===== src/rtl/fetch_unit.sv =====
// fetch_unit: PC, in-order I-cache requests, 2-entry fetch queue, redirect flush.
// Optional macro FETCH_MISALIGN_TRAP_EN: a misaligned redirect sets sticky misalign and halts fetch.
module fetch_unit #(
    parameter logic [31:0] RESET_PC = 32'hBFC0_0000
) (
    input  logic        clk,
    input  logic        rst_n,
    output logic        req_valid,
    output logic [31:0] req_addr,
    input  logic        req_ready,
    input  logic        resp_valid,
    input  logic [31:0] resp_data,
    input  logic        redirect_valid,
    input  logic [31:0] redirect_pc,
    output logic        instr_valid,
    output logic [31:0] instr,
    output logic [31:0] instr_pc,
    input  logic        instr_ready,
    output logic        misalign
);
    localparam logic [31:0] NOP = 32'h0000_0013;

    typedef enum logic [1:0] {
        BOOT = 2'd0,
        RUN  = 2'd1,
        HALT = 2'd2
    } state_t;

    state_t      state_q, state_d;
    logic [31:0] pc_q, pc_d;
    logic [1:0]  occ_q, occ_d;
    logic [1:0]  inflight_q, inflight_d;
    logic [1:0]  drop_q, drop_d;
    logic        hd_q, hd_d;
    logic        af_hd_q, af_hd_d;
    logic        mis_q, mis_d;
    logic [31:0] q_data_q  [2];
    logic [31:0] q_pc_q    [2];
    logic [31:0] af_addr_q [2];

    logic        redir;
    logic        accept;
    logic        resp_take;
    logic        push;
    logic        pop;
    logic        misaligned_redir;
    logic        q_tail;
    logic        af_tail;
    logic [2:0]  credit_used;

    // Credit covers both queued words and outstanding requests, so a push never finds the queue full.
    assign credit_used = {1'b0, occ_q} + {1'b0, inflight_q};
    assign redir       = redirect_valid && (state_q != HALT);
    assign req_valid   = (state_q == RUN) && !redirect_valid && (credit_used < 3'd2);
    assign req_addr    = pc_q;
    assign accept      = req_valid && req_ready;

    assign resp_take   = resp_valid && (inflight_q != 2'd0);
    assign push        = resp_take && !redir && (drop_q == 2'd0) && (state_q != HALT);

    assign instr_valid = (occ_q != 2'd0);
    assign pop         = instr_valid && instr_ready && !redir;
    assign instr       = q_data_q[hd_q];
    assign instr_pc    = q_pc_q[hd_q];
    assign misalign    = mis_q;

    // With one entry held, the tail is the other slot; otherwise tail and head coincide.
    assign q_tail      = hd_q ^ (occ_q == 2'd1);
    assign af_tail     = af_hd_q ^ (inflight_q == 2'd1);

`ifdef FETCH_MISALIGN_TRAP_EN
    assign misaligned_redir = redir && (redirect_pc[1:0] != 2'b00);
`else
    assign misaligned_redir = 1'b0;
`endif

    always_comb begin
        state_d    = state_q;
        pc_d       = pc_q;
        occ_d      = occ_q;
        inflight_d = inflight_q;
        drop_d     = drop_q;
        hd_d       = hd_q;
        af_hd_d    = af_hd_q;
        mis_d      = mis_q;

        case (state_q)
            BOOT:    state_d = RUN;
            RUN:     state_d = RUN;
            HALT:    state_d = HALT;
            default: state_d = BOOT;
        endcase

        if (misaligned_redir) begin
            state_d = HALT;
            mis_d   = 1'b1;
        end

        if (accept) begin
            pc_d = pc_q + 32'd4;
        end
        if (pop) begin
            hd_d = ~hd_q;
        end
        if (resp_take) begin
            af_hd_d = ~af_hd_q;
        end
        if (resp_take && (drop_q != 2'd0)) begin
            drop_d = drop_q - 2'd1;
        end

        inflight_d = inflight_q + {1'b0, accept} - {1'b0, resp_take};
        occ_d      = occ_q + {1'b0, push} - {1'b0, pop};

        // Everything still outstanding after this edge belongs to the old path.
        if (redir) begin
            pc_d   = redirect_pc & 32'hFFFF_FFFC;
            occ_d  = 2'd0;
            drop_d = inflight_q - {1'b0, resp_take};
        end
    end

    always_ff @(posedge clk or negedge rst_n) begin
        if (!rst_n) begin
            state_q    <= BOOT;
            pc_q       <= RESET_PC;
            occ_q      <= 2'd0;
            inflight_q <= 2'd0;
            drop_q     <= 2'd0;
            hd_q       <= 1'b0;
            af_hd_q    <= 1'b0;
            mis_q      <= 1'b0;
            for (int i = 0; i < 2; i++) begin
                q_data_q[i]  <= NOP;
                q_pc_q[i]    <= 32'h0;
                af_addr_q[i] <= 32'h0;
            end
        end else begin
            state_q    <= state_d;
            pc_q       <= pc_d;
            occ_q      <= occ_d;
            inflight_q <= inflight_d;
            drop_q     <= drop_d;
            hd_q       <= hd_d;
            af_hd_q    <= af_hd_d;
            mis_q      <= mis_d;
            if (push) begin
                q_data_q[q_tail] <= resp_data;
                q_pc_q[q_tail]   <= af_addr_q[af_hd_q];
            end
            if (accept) begin
                af_addr_q[af_tail] <= pc_q;
            end
        end
    end
endmodule


===== config.mk =====
export PLATFORM = sky130hd
export DESIGN_NAME = fetch_unit
export DESIGN_NICKNAME = d
export VERILOG_FILES = /design/src/rtl/fetch_unit.sv
export SDC_FILE = /design/constraint.sdc
export NUM_CORES = 1
export LEC_CHECK = 0
export ABC_AREA = 1
export CORE_UTILIZATION = 40
export DETAILED_ROUTE_END_ITERATION = 16
export GPL_TIMING_DRIVEN = 0
export SLEW_MARGIN = 20
export SYNTH_ARGS = -nofsm -noshare
export SYNTH_HDL_FRONTEND = slang
export SYNTH_SLANG_ARGS = --single-unit

===== constraint.sdc =====
create_clock -name clk -period 2.2 [get_ports clk]
set_input_delay 0.44 -clock clk [delete_from_list [all_inputs] [get_ports clk]]
set_output_delay 0.44 -clock clk [all_outputs]
set_load 0.01 [all_outputs]

======== Word-level counts from Yosys, hierarchy flattened ========
Cells that the tools add are included.
storage, ports and cells
  output and inout bits ................... 99
  register bits after elaboration ......... 234
  input port bits ......................... 70
cells by class
  bitwise operators ....................... 8
  reductions and logical operators ........ 23
  add/sub/neg operators ................... 8
  multiplexer cells ....................... 22
  order comparisons ....................... 7
  equality and inequality tests ........... 5
operator list
  operator                                                    number
  2-to-1 mux 32 bit                                           13
  bitwise mux 64 bit                                          3
  demux 32 bit (select 1 bit)                                 2
  adder 32 x 3 -> 32 bit, second input constant               1
  logical AND 1 bit                                           13
  nonzero test 2 bit                                          5
  >= comparator 2 bit, second input constant                  4
  inverter 1 -> 2 bit                                         4
  equality test 2 x 1 -> 1 bit, second input constant         3
  2-to-1 mux 2 bit                                            3
  subtractor 2 x 1 -> 2 bit                                   3
  adder 2 x 1 -> 2 bit                                        2
  logical NOT 2 bit                                           2
  less-than comparator 2 x 1 -> 1 bit, second input constant  2
  case mux 2 bit (2 select lines)                             1
  adder 2 x 2 -> 3 bit                                        1
  less-than comparator 3 x 2 -> 1 bit, second input constant  1
  equality test 2 bit, second input constant                  1
  logical NOT 1 bit                                           2
  != test 2 bit, second input constant                        1
  inverter 1 bit                                              2
  OR reduction 2 bit                                          1
  subtractor 2 x 1 -> 2 bit, second input constant            1
  bitwise XOR 1 bit                                           2

======== Logic depth before layout (Yosys ltp) ========
Gate-level depths: netlist (run 1).
  word-level depth ........................ 9
  depth in mapped cells ................... 11

======== Worst setup path before layout (run 1) ========
OpenSTA, ideal clock, no wires.
  kind .................................... reg2reg
  from .................................... reg inflight_q[0]
  to ...................................... reg inflight_q[1]
  buffers on the path ..................... 1
  stages on the path, launching flop included .. 11
  slack ................................... -56 ps
  clock period less this slack ............ 2256 ps
  arrival ................................. 2133 ps
  cells stage by stage .................... dfrtp_1 > nand2_1 > inv_1 > fa_1 > nor2_1 > nand4_2 > clkbuf_1 > ha_1 > inv_1 > ha_1 > xnor2_1
on the way
  longest elaborated chain between the ends .. 6
RTL lines
  element                              line  source
  start, declared                      32    logic [1:0] inflight_q, inflight_d;
  start signal, assigned               142   inflight_q <= inflight_d;
  adder 2 x 2 -> 3 bit                 52    assign credit_used = {1'b0, occ_q} + {1'b0, inflight_q};
  less-than comparator 3 x 2 -> 1 bit  54    assign req_valid = (state_q == RUN) && !redirect_valid && (credit_used < 3'd2);
  logical AND 1 bit                    54
  logical AND 1 bit                    56    assign accept = req_valid && req_ready;
  adder 2 x 1 -> 2 bit                 112   inflight_d = inflight_q + {1'b0, accept} - {1'b0, resp_take};
  subtractor 2 x 1 -> 2 bit *          112
  via inflight_d[1]                    32
Mark *: on every way through the listed nets, which the timed path passes. The rest lies on a longest branch.
A chain may end at the register's enable or synchronous reset.

======== Worst setup path in the final report (run 1) ========
  from .................................... reg occ_q[0]
  to ...................................... out req_valid
on the way
  longest elaborated chain between the ends .. 3
RTL lines
  element                              line  source
  start, declared                      31    logic [1:0] occ_q, occ_d;
  start signal, assigned               127   occ_q <= 2'd0;
  start signal, assigned               141   occ_q <= occ_d;
  adder 2 x 2 -> 3 bit                 52
  less-than comparator 3 x 2 -> 1 bit  54
  logical AND 1 bit                    54
  end, declared                        8     output logic req_valid,
Every way passes these cells.

==> flow_metrics.env, run 1 <==
export IMPL_grt_pass1_vias=9197
export IMPL_cts_buffers=25
export IMPL_finalNetCount=1671
export IMPL_rows=59
export IMPL_crit_fanout=2
export IMPL_fp_coreArea_sq_um=26100
export IMPL_endpoint_kind="output port"
export IMPL_grt_start_max_net_pins=79
export IMPL_finalWirelength_um=30300
export IMPL_swShare_pct=37.9
export IMPL_cts_max_level=1
export IMPL_synthFlopType="dfrtp_1"
export IMPL_synth_warnings=0
export IMPL_status="finished with violations"
export IMPL_hp_class="reg2reg"
export IMPL_avgSynthCellArea_sq_um=7.73
export IMPL_drive_gt1_share_pct=14.6
export IMPL_die_width_um=165
export IMPL_multiInputGateArea_sq_um=4460
export IMPL_hold_viol=0
export IMPL_fill_cells=2514
export IMPL_place_hpwl_um=20900
export IMPL_synth_edf_count=0
export IMPL_async_reset_ff_share_pct=100
export IMPL_crit_start="occ_q[0]"
export IMPL_period_minus_slack_ns=2.34
export IMPL_ys_seq_elements=224
export IMPL_vdd_drop_max_mv=0.586
export IMPL_initial_core_util_pct=40.8
export IMPL_finalCritPeriodShare_pct=106
export IMPL_rr_worst_depth=12
export IMPL_syn_inst=1374
export IMPL_clock_sinks=224
export IMPL_synth_area_sq_um=10600
export IMPL_area_delta_synth_final_pct=33.7
export IMPL_rr_endpoint="af_addr_q[10]"
export IMPL_tightest_slew_ns=0.606
export IMPL_power_frac_seq_pct=36.7
export IMPL_drc=0
export IMPL_gp_congestion=0.897
export IMPL_drv_cap=0
export IMPL_power_frac_clock_pct=22.3
export IMPL_violations="negative setup slack"
export IMPL_mostFrequentLayoutCells="nand2_1 (533), dfrtp_1 (206), inv_1 (112)"
export IMPL_port_buffers=161
export IMPL_io_pins=169
export IMPL_holdWs_ns=0.424
export IMPL_clock_latency_ns=0.52
export IMPL_setup_slack_ns=-0.138
export IMPL_reg2reg_from="occ_q[0]"
export IMPL_intPower_w=0.0119
export IMPL_dieArea_sq_um=27200
export IMPL_grt_setup_unrepaired="yes"
export IMPL_clock_fmax_ghz=0.428
export IMPL_slew_headroom_pct=59.6
export IMPL_critical_path_required_ns=1.76
export IMPL_detail_route_wl_per_cell_um=15.6
export IMPL_critPathCapture="req_valid"
export IMPL_switchingPower_w=0.00728
export IMPL_setup_violations=41
export IMPL_num_antenna_cells=0
export IMPL_final_util_pct=54.5
export IMPL_clock_skew_ns=0.00708
export IMPL_seqCellArea_sq_um=5630
export IMPL_vias_per_cell=4.87
export IMPL_grt_first_pass_wirelength_um=48700
export IMPL_vias=9476
export IMPL_powerDensity_nw_per_um2=1350
export IMPL_final_common_cell="nand2_1"
export IMPL_cts_tree="yes"
export IMPL_combinationalPowerShare_pct=41.0
export IMPL_clock_path_buffers=3
export IMPL_synth_cell_type_count=37
export IMPL_arrival_ns=1.90
export IMPL_grt_use_total_pct=22.8
export IMPL_critical_path_class="reg2out"
export IMPL_grt_ovfl_total=0
export IMPL_r2r_setup_slack_ns=-0.09
export IMPL_drv_slew=0
export IMPL_seq_area_frac_synth_pct=52.9
export IMPL_root_buffer="clkbuf_16"
export IMPL_die_y_um=165
export IMPL_path_clk_slew_ns=0.06
export IMPL_antenna_found_initial=0
export IMPL_start_kind="flop"
export IMPL_drt_initial_drc_count=756
export IMPL_power_leakage_nw=7.04
export IMPL_first_pass_iters=5
export IMPL_final_antenna_net_count=0
## metal layers
layer | share of wire [%] | global-route usage [%]
met1 | 47 | 33.2
met2 | 46 | 35.7
met3 | 5.9 | 3.14
met4 | 1.7 | 5.84
met5 | 0 | 0
## state kept, by name, summed over array words and instances, names as in the netlist
register	count
q_data_q	64
af_addr_q	60
q_pc_q	60
req_addr	30
drop_q	2
inflight_q	2
occ_q	2
state_q	2
af_hd_q	1
hd_q	1
## worst min path at each step
stage                     startpoint       endpoint  cells past startpoint
after floorplan                rst_n  af_addr_q[10]                      0
after CTS                 state_q[0]     state_q[1]                      1
final                     state_q[0]     state_q[1]                      1
after detailed placement  state_q[0]     state_q[1]                      1
after global routing      state_q[0]     state_q[1]                      1
after global placement    state_q[0]     state_q[1]                      1
## timing repair
action	CTS	global route
setup buffers	18	1
hold endpoints to repair	62	0
endpoints found under the setup margin	150	131
gates cloned	5	2
hold buffers	1	0
pin swaps	3	4
resized for setup	223	141
## kinds of logic (layout without fill, tap and decap cells)
group / count (synthesis) / in the layout / synth area share (%)
buffers and inverters: 191 / 425 / 7.75
AND/OR/NAND/NOR: 698 / 698 / 25.6
AO/OA/AOI/OAI: 240 / 240 / 11.6
flip-flops: 224 / 224 / 52.9
XOR/XNOR: 11 / 11 / 0.978
other: 1 / 5 / 0.0353
multiplexers: 1 / 1 / 0.0942
adder cells (fa/ha/maj): 8 / 8 / 1.01
## Yosys cell counts (2+ instances only)
cell type	instances	area share, %
xor2_1	7	0.58
clkbuf_1	35	1.2
dfrtp_1	209	49
o211ai_1	2	0.14
nor2_1	73	2.6
and2_1	2	0.12
buf_2	21	0.99
inv_1	114	4.0
inv_2	2	0.071
nand2_1	560	20
nand4_1	2	0.12
buf_1	4	0.14
a21oi_1	7	0.33
o21ai_0	138	6.5
xnor2_1	3	0.25
nor3_1	6	0.28
buf_4	5	0.35
a211oi_1	2	0.14
o21ai_1	83	3.9
o21ai_2	3	0.25
buf_6	8	0.85
nand3_1	49	2.3
ha_1	7	0.82
nor2_2	2	0.12
o22ai_1	4	0.24
dfstp_2	15	3.7
## worst max-delay path, stage by stage, from the launching register on
cell and delay [ns]:
dfrtp_1 0.41, nand2_1 0.07, inv_1 0.04, fa_1 0.45
nor2_2 0.13, nand3_2 0.10, inv_2 0.07, buf_6 0.09
## area by class of cell
type,instances,area share [%]
Clock inverter,11,0.969
Inverter,117,3.23
Tap cell,335,2.95
Clock buffer,35,4.95
Multi-Input combinational cell,963,31.4
Buffer,73,4.06
Sequential cell,224,39.6
Timing Repair Buffer,189,12.8
## per-stage QoR
step                instance area, sq um  setup slack (ns)  std cells  power, W  setup TNS, ns
floorplan                          10700            0.0406       1378    0.0111              0
global placement                   12700             -8.92       1874    0.0144       -1990.49
detailed placement                 12700            -0.320       1876    0.0145         -42.73
CTS                                14000            -0.201       1945    0.0190          -2.06
global route                       14200            -0.212       1947    0.0207          -8.74
finish                             14200            -0.138       1947    0.0192          -1.97
## power by group through the flow
| stage | clock network, W | logic (W) | registers (W) |
|---|---|---|---|
| 6_report | 0.00428 | 0.00788 | 0.00705 |
| 5_1_grt | 0.00455 | 0.00890 | 0.00728 |
| 4_1_cts | 0.00437 | 0.00763 | 0.00701 |
| 3_5_place_dp | 0 | 0.00746 | 0.00706 |
| 3_3_place_gp | 0 | 0.00734 | 0.00704 |
| 2_1_floorplan | 0 | 0.00425 | 0.00683 |
Power figures use the tool's default switching activity.
==> run 2: changes to the inputs <==
CAP_MARGIN = 20   (was default)
CORE_ASPECT_RATIO = 0.9   (was default)
==> run 2 against run 1 <==
  * The flow still finishes with violations (negative setup slack)
  * Total power increased by 1.1%
  * Cell area up 1.1%
  * Sequential cell count is the same
  * First-iteration DRC count shrank 14%
  * Non-clock buffer count is 4 higher
  * Critical path depth unchanged
  * Via count up 1.1%
  * Count of clock-buffer cells in the layout increased by 2
  * Fmax decreased by 0.49%
  * Worst setup slack worse by 0.012 ns
  * Largest cell class unchanged
==> flow_metrics.env, run 2 (synthesis gave the netlist of run 1 again) <==
export IMPL_status="finished with violations"
export IMPL_violations="negative setup slack"
export IMPL_clock_latency_ns=0.53
export IMPL_critical_path_required_ns=1.76
export IMPL_vdd_drop_max_mv=0.634
export IMPL_first_pass_iters=5
export IMPL_total_power_w=0.0194
export IMPL_initial_core_util_pct=40.8
export IMPL_grt_use_total_pct=22.5
export IMPL_io_pins=169
export IMPL_drv_cap=0
export IMPL_finalNetCount=1677
export IMPL_drv_slew=0
export IMPL_die_width_um=174
export IMPL_drc=0
export IMPL_dieArea_sq_um=27200
export IMPL_top_register="q_data_q"
export IMPL_grt_ovfl_total=0
export IMPL_vias_per_cell=4.87
export IMPL_clock_sinks=224
export IMPL_powerDensity_nw_per_um2=1350
export IMPL_antenna_found_initial=0
export IMPL_setup_violations=50
export IMPL_seqCellArea_sq_um=5630
export IMPL_cts_buffers=25
export IMPL_hp_class="in2async"
export IMPL_path_clk_slew_ns=0.06
export IMPL_mostFrequentLayoutCells="nand2_1 (527), dfrtp_1 (208), inv_1 (112)"
export IMPL_dp_cells=1889
export IMPL_grt_pass1_vias=9323
export IMPL_slew_headroom_pct=61.8
export IMPL_fin_cells=1966
export IMPL_setup_slack_ns=-0.150
export IMPL_largest_register_ffs=64
export IMPL_cts_max_level=1
export IMPL_clock_skew_ns=0.0146
export IMPL_power_frac_seq_pct=36.4
export IMPL_grt_start_max_net_pins=98
export IMPL_critical_path_class="reg2out"
export IMPL_final_antenna_net_count=0
export IMPL_grt_first_pass_wirelength_um=49100
export IMPL_grt_setup_unrepaired="yes"
export IMPL_endpoint_kind="output port"
export IMPL_fp_coreArea_sq_um=26100
export IMPL_gp_congestion=0.910
export IMPL_clock_path_buffers=3
export IMPL_intPower_w=0.0120
export IMPL_r2r_setup_slack_ns=-0.07
export IMPL_cts_tree="yes"
export IMPL_power_leakage_nw=7.18
export IMPL_swShare_pct=38.3
export IMPL_arrival_ns=1.91
export IMPL_clock_fmax_ghz=0.426
export IMPL_port_buffers=161
export IMPL_finalCritPeriodShare_pct=107
export IMPL_detail_route_wl_per_cell_um=15.7
export IMPL_rows=56
export IMPL_drt_initial_drc_count=652
export IMPL_reg_top3="q_data_q (64), af_addr_q (60), q_pc_q (60)"
export IMPL_switchingPower_w=0.00744
export IMPL_tightest_slew_ns=0.573
export IMPL_hold_viol=0
export IMPL_area_delta_synth_final_pct=35.1
export IMPL_place_hpwl_um=21000
export IMPL_finalWirelength_um=30900
export IMPL_root_buffer="clkbuf_16"
export IMPL_drive_gt1_share_pct=16.8
export IMPL_period_minus_slack_ns=2.35
export IMPL_die_y_um=157
export IMPL_vias=9580
export IMPL_place_ws_ns=-0.286
export IMPL_fill_cells=2525
export IMPL_num_antenna_cells=0
export IMPL_power_frac_clock_pct=22.1
export IMPL_start_kind="flop"
export IMPL_crit_fanout=2
export IMPL_combinationalPowerShare_pct=41.5
export IMPL_multiInputGateArea_sq_um=4520
export IMPL_final_common_cell="nand2_1"
## run 2: worst paths after layout
path,start,to,depth (start not counted)
max,occ_q[0],req_valid,7
min,rst_n,req_addr[21],2
max reg2reg,occ_q[0],af_addr_q[20],12
min reg2reg,state_q[0],state_q[1],1
max in group asynchronous,rst_n,q_data_q[27],4
min in group clk,state_q[0],state_q[1],1
## run 2: repair_timing
item / in CTS / in global routing
gates resized for setup: 173 / 234
hold buffers: 1 / 0
setup endpoints to repair: 149 / 154
pin swaps: 3 / 24
endpoints found under the hold margin: 25 / 0
buffers inserted: 14 / 8
gates cloned: 2 / 8
## run 2: metrics by stage
stage	setup TNS [ns]	area [sq um]	hold WS [ns]	utilization, %
global route	-13.49	14400	0.380	55.1
CTS	-4.90	14000	0.377	53.6
finish	-1.55	14400	0.384	55.1
detailed placement	-40.24	12800	0.332	49.0
floorplan	0	10700	0.144	-
global placement	-2000.83	12700	0.412	48.7
## run 2: routing by layer
| metal | up-vias | track usage, % | routed length (um) |
|---|---|---|---|
| li1 | 4768 | - | - |
| met5 | - | 0 | 0 |
| met2 | 302 | 34.3 | 13400 |
| met1 | 4467 | 33.9 | 15300 |
| met4 | 0 | 5.43 | 536 |
| met3 | 43 | 2.77 | 1690 |
## run 2: power groups by stage
stage               clock network (W)  logic, W  registers (W)
floorplan                           0   0.00425        0.00683
global placement                    0   0.00738        0.00705
detailed placement                  0   0.00749        0.00708
CTS                           0.00436   0.00754        0.00702
global route                  0.00454   0.00898        0.00730
finish                        0.00430   0.00805        0.00707
## run 2: critical path, stage by stage (launching register included)
cell	delay, ns
dfrtp_1	0.40
nand2_1	0.08
inv_1	0.04
fa_1	0.48
nor2_4	0.13
nand3_2	0.10
inv_2	0.07
buf_6	0.09
## run 2: final cells by class
cell class / instances / share of cell area (%)
Timing Repair Buffer: 193 / 12.7
Clock buffer: 37 / 5.23
Clock inverter: 9 / 0.732
Sequential cell: 224 / 39.2
Timing Repair inverter: 2 / 0.122
Multi-Input combinational cell: 963 / 31.5
Tap cell: 348 / 3.03
Inverter: 117 / 3.23
Buffer: 73 / 4.26
==> run 3: changes to the inputs <==
CORE_ASPECT_RATIO = 1.4   (was 0.9)
==> run 3 against run 2 <==
  * The flow still finishes with violations (negative setup slack)
  * Register-to-register slack got worse by 0.02 ns
  * Utilization fell by 0.40 points
  * Largest power group unchanged
  * Fmax grew 1.7%
==> flow_metrics.env, run 3 (synthesis gave the netlist of run 1 again) <==
export IMPL_arrival_ns=1.87
export IMPL_crit_fanout=2
export IMPL_rows=70
export IMPL_final_util_pct=54.7
export IMPL_final_common_cell="nand2_1"
export IMPL_total_power_w=0.0190
export IMPL_hp_class="in2async"
export IMPL_critical_path_class="reg2out"
export IMPL_endpoint_kind="output port"
export IMPL_r2r_setup_slack_ns=-0.09
export IMPL_finalCritPeriodShare_pct=105
export IMPL_die_y_um=195
export IMPL_cpLargestDelayFamily="adder cells"
export IMPL_io_pins=169
export IMPL_powerDensity_nw_per_um2=1330
export IMPL_cts_tree="yes"
export IMPL_num_antenna_cells=0
export IMPL_holdWs_ns=0.419
export IMPL_grt_pass1_vias=9331
export IMPL_status="finished with violations"
export IMPL_rr_worst_depth=13
export IMPL_port_buffers=161
export IMPL_clock_latency_ns=0.50
export IMPL_vdd_drop_max_mv=0.861
export IMPL_first_pass_iters=7
export IMPL_hold_viol=0
export IMPL_finalNetCount=1669
export IMPL_antenna_found_initial=0
export IMPL_final_antenna_net_count=0
export IMPL_largest_register_ffs=64
export IMPL_drive_gt1_share_pct=15.3
export IMPL_slew_headroom_pct=57.0
export IMPL_finalWirelength_um=30700
export IMPL_clock_path_buffers=3
export IMPL_period_minus_slack_ns=2.31
export IMPL_mostFrequentLayoutCells="nand2_1 (523), dfrtp_1 (208), inv_1 (111)"
export IMPL_drv_cap=0
export IMPL_cts_max_level=1
export IMPL_tightest_slew_ns=0.645
export IMPL_cp_slowest_cell="fa_1"
export IMPL_area_delta_synth_final_pct=34.3
export IMPL_dieArea_sq_um=27200
export IMPL_drc=0
export IMPL_power_leakage_nw=7.10
export IMPL_drt_initial_drc_count=497
export IMPL_setup_violations=30
export IMPL_die_width_um=140
export IMPL_grt_setup_unrepaired="yes"
export IMPL_grt_start_max_net_pins=98
export IMPL_top_register="q_data_q"
export IMPL_reg_top3="q_data_q (64), af_addr_q (60), q_pc_q (60)"
export IMPL_clock_skew_ns=0.00768
export IMPL_dp_cells=1865
export IMPL_cpMostUsedCell="inv_2"
export IMPL_start_kind="flop"
export IMPL_clock_sinks=224
export IMPL_clock_fmax_ghz=0.433
export IMPL_grt_ovfl_total=0
export IMPL_critical_path_required_ns=1.76
export IMPL_root_buffer="clkbuf_16"
export IMPL_initial_core_util_pct=40.7
export IMPL_path_cells="nand2_1 -> inv_2 -> fa_1 -> nor2_2 -> nand3_2 -> inv_2 -> buf_6"
export IMPL_fp_coreArea_sq_um=26100
export IMPL_violations="negative setup slack"
export IMPL_gp_congestion=0.883
export IMPL_drv_slew=0
export IMPL_cpPeakStageDelay_ns=0.46
export IMPL_place_hpwl_um=21500
export IMPL_vias_per_cell=4.98
export IMPL_vias=9609
export IMPL_cp_depth=7
export IMPL_path_clk_slew_ns=0.06
export IMPL_detail_route_wl_per_cell_um=15.9
export IMPL_crit_buf_inv=3
export IMPL_cts_buffers=23
export IMPL_grt_first_pass_wirelength_um=48500
export IMPL_setup_slack_ns=-0.110
export IMPL_setup_tns_final_ns=-1.46
export IMPL_fin_cells=1931
export IMPL_grt_use_total_pct=22.3
run 3: cell types whose count changed in the layout (fill, tap and decap cells not counted), sizes merged, moves of 3 or more:
cell / change
clkdlybuf4s15: +8
clkinv: -3
buf: -10
clkbuf: -13
dlygate4sd2: +9
run 3: final timing paths:
| check | from | end |
|---|---|---|
| worst max-delay path | inflight_q[0] | req_valid |
| worst min-delay path | rst_n | q_pc_q[27] |
| worst max register to register | inflight_q[0] | af_addr_q[26] |
| worst min register to register | state_q[0] | state_q[1] |
| max in group asynchronous | rst_n | drop_q[1] |
| min in group clk | state_q[0] | state_q[1] |
run 3: area by class of cell:
| class | count | area, sq um |
|---|---|---|
| fill | 2553 | 11800 |
| timing repair inverter | 2 | 17.5 |
| buffer | 73 | 588 |
| tap | 324 | 405 |
| multi-input combinational | 963 | 4520 |
| sequential | 224 | 5630 |
| inverter | 117 | 459 |
| clock inverter | 4 | 70.1 |
| clock buffer | 37 | 708 |
| timing repair buffer | 187 | 1880 |
run 3: where the power goes:
part | switching, W | total (W) | internal (W)
Clock | 0.00158 | 0.00400 | 0.00243
Sequential | 0.00112 | 0.00708 | 0.00596
Combinational | 0.00449 | 0.00789 | 0.00340
run 3: per-stage QoR:
stage	instance area, sq um	worst slack [ns]
5_1_grt	14300	-0.225
6_report	14300	-0.110
3_5_place_dp	12700	-0.309
4_1_cts	13700	-0.164
3_3_place_gp	12700	-8.91
2_1_floorplan	10700	0.0406
run 3: layer usage:
metal,track usage [%],vias up,part of all wire [%]
met4,8.14,0,2.9
met2,38.9,220,51
met5,0,-,0
li1,-,4753,-
met1,28.3,4575,42
met3,2.46,61,3.7
run 3: timing repair:
item | CTS | global route
pin swaps | 3 | 18
gates cloned | 1 | 8
resized for setup | 167 | 213
endpoints found under the setup margin | 141 | 158
setup buffers | 8 | 8
endpoints found under the hold margin | 33 | 0
hold buffers | 1 | 0
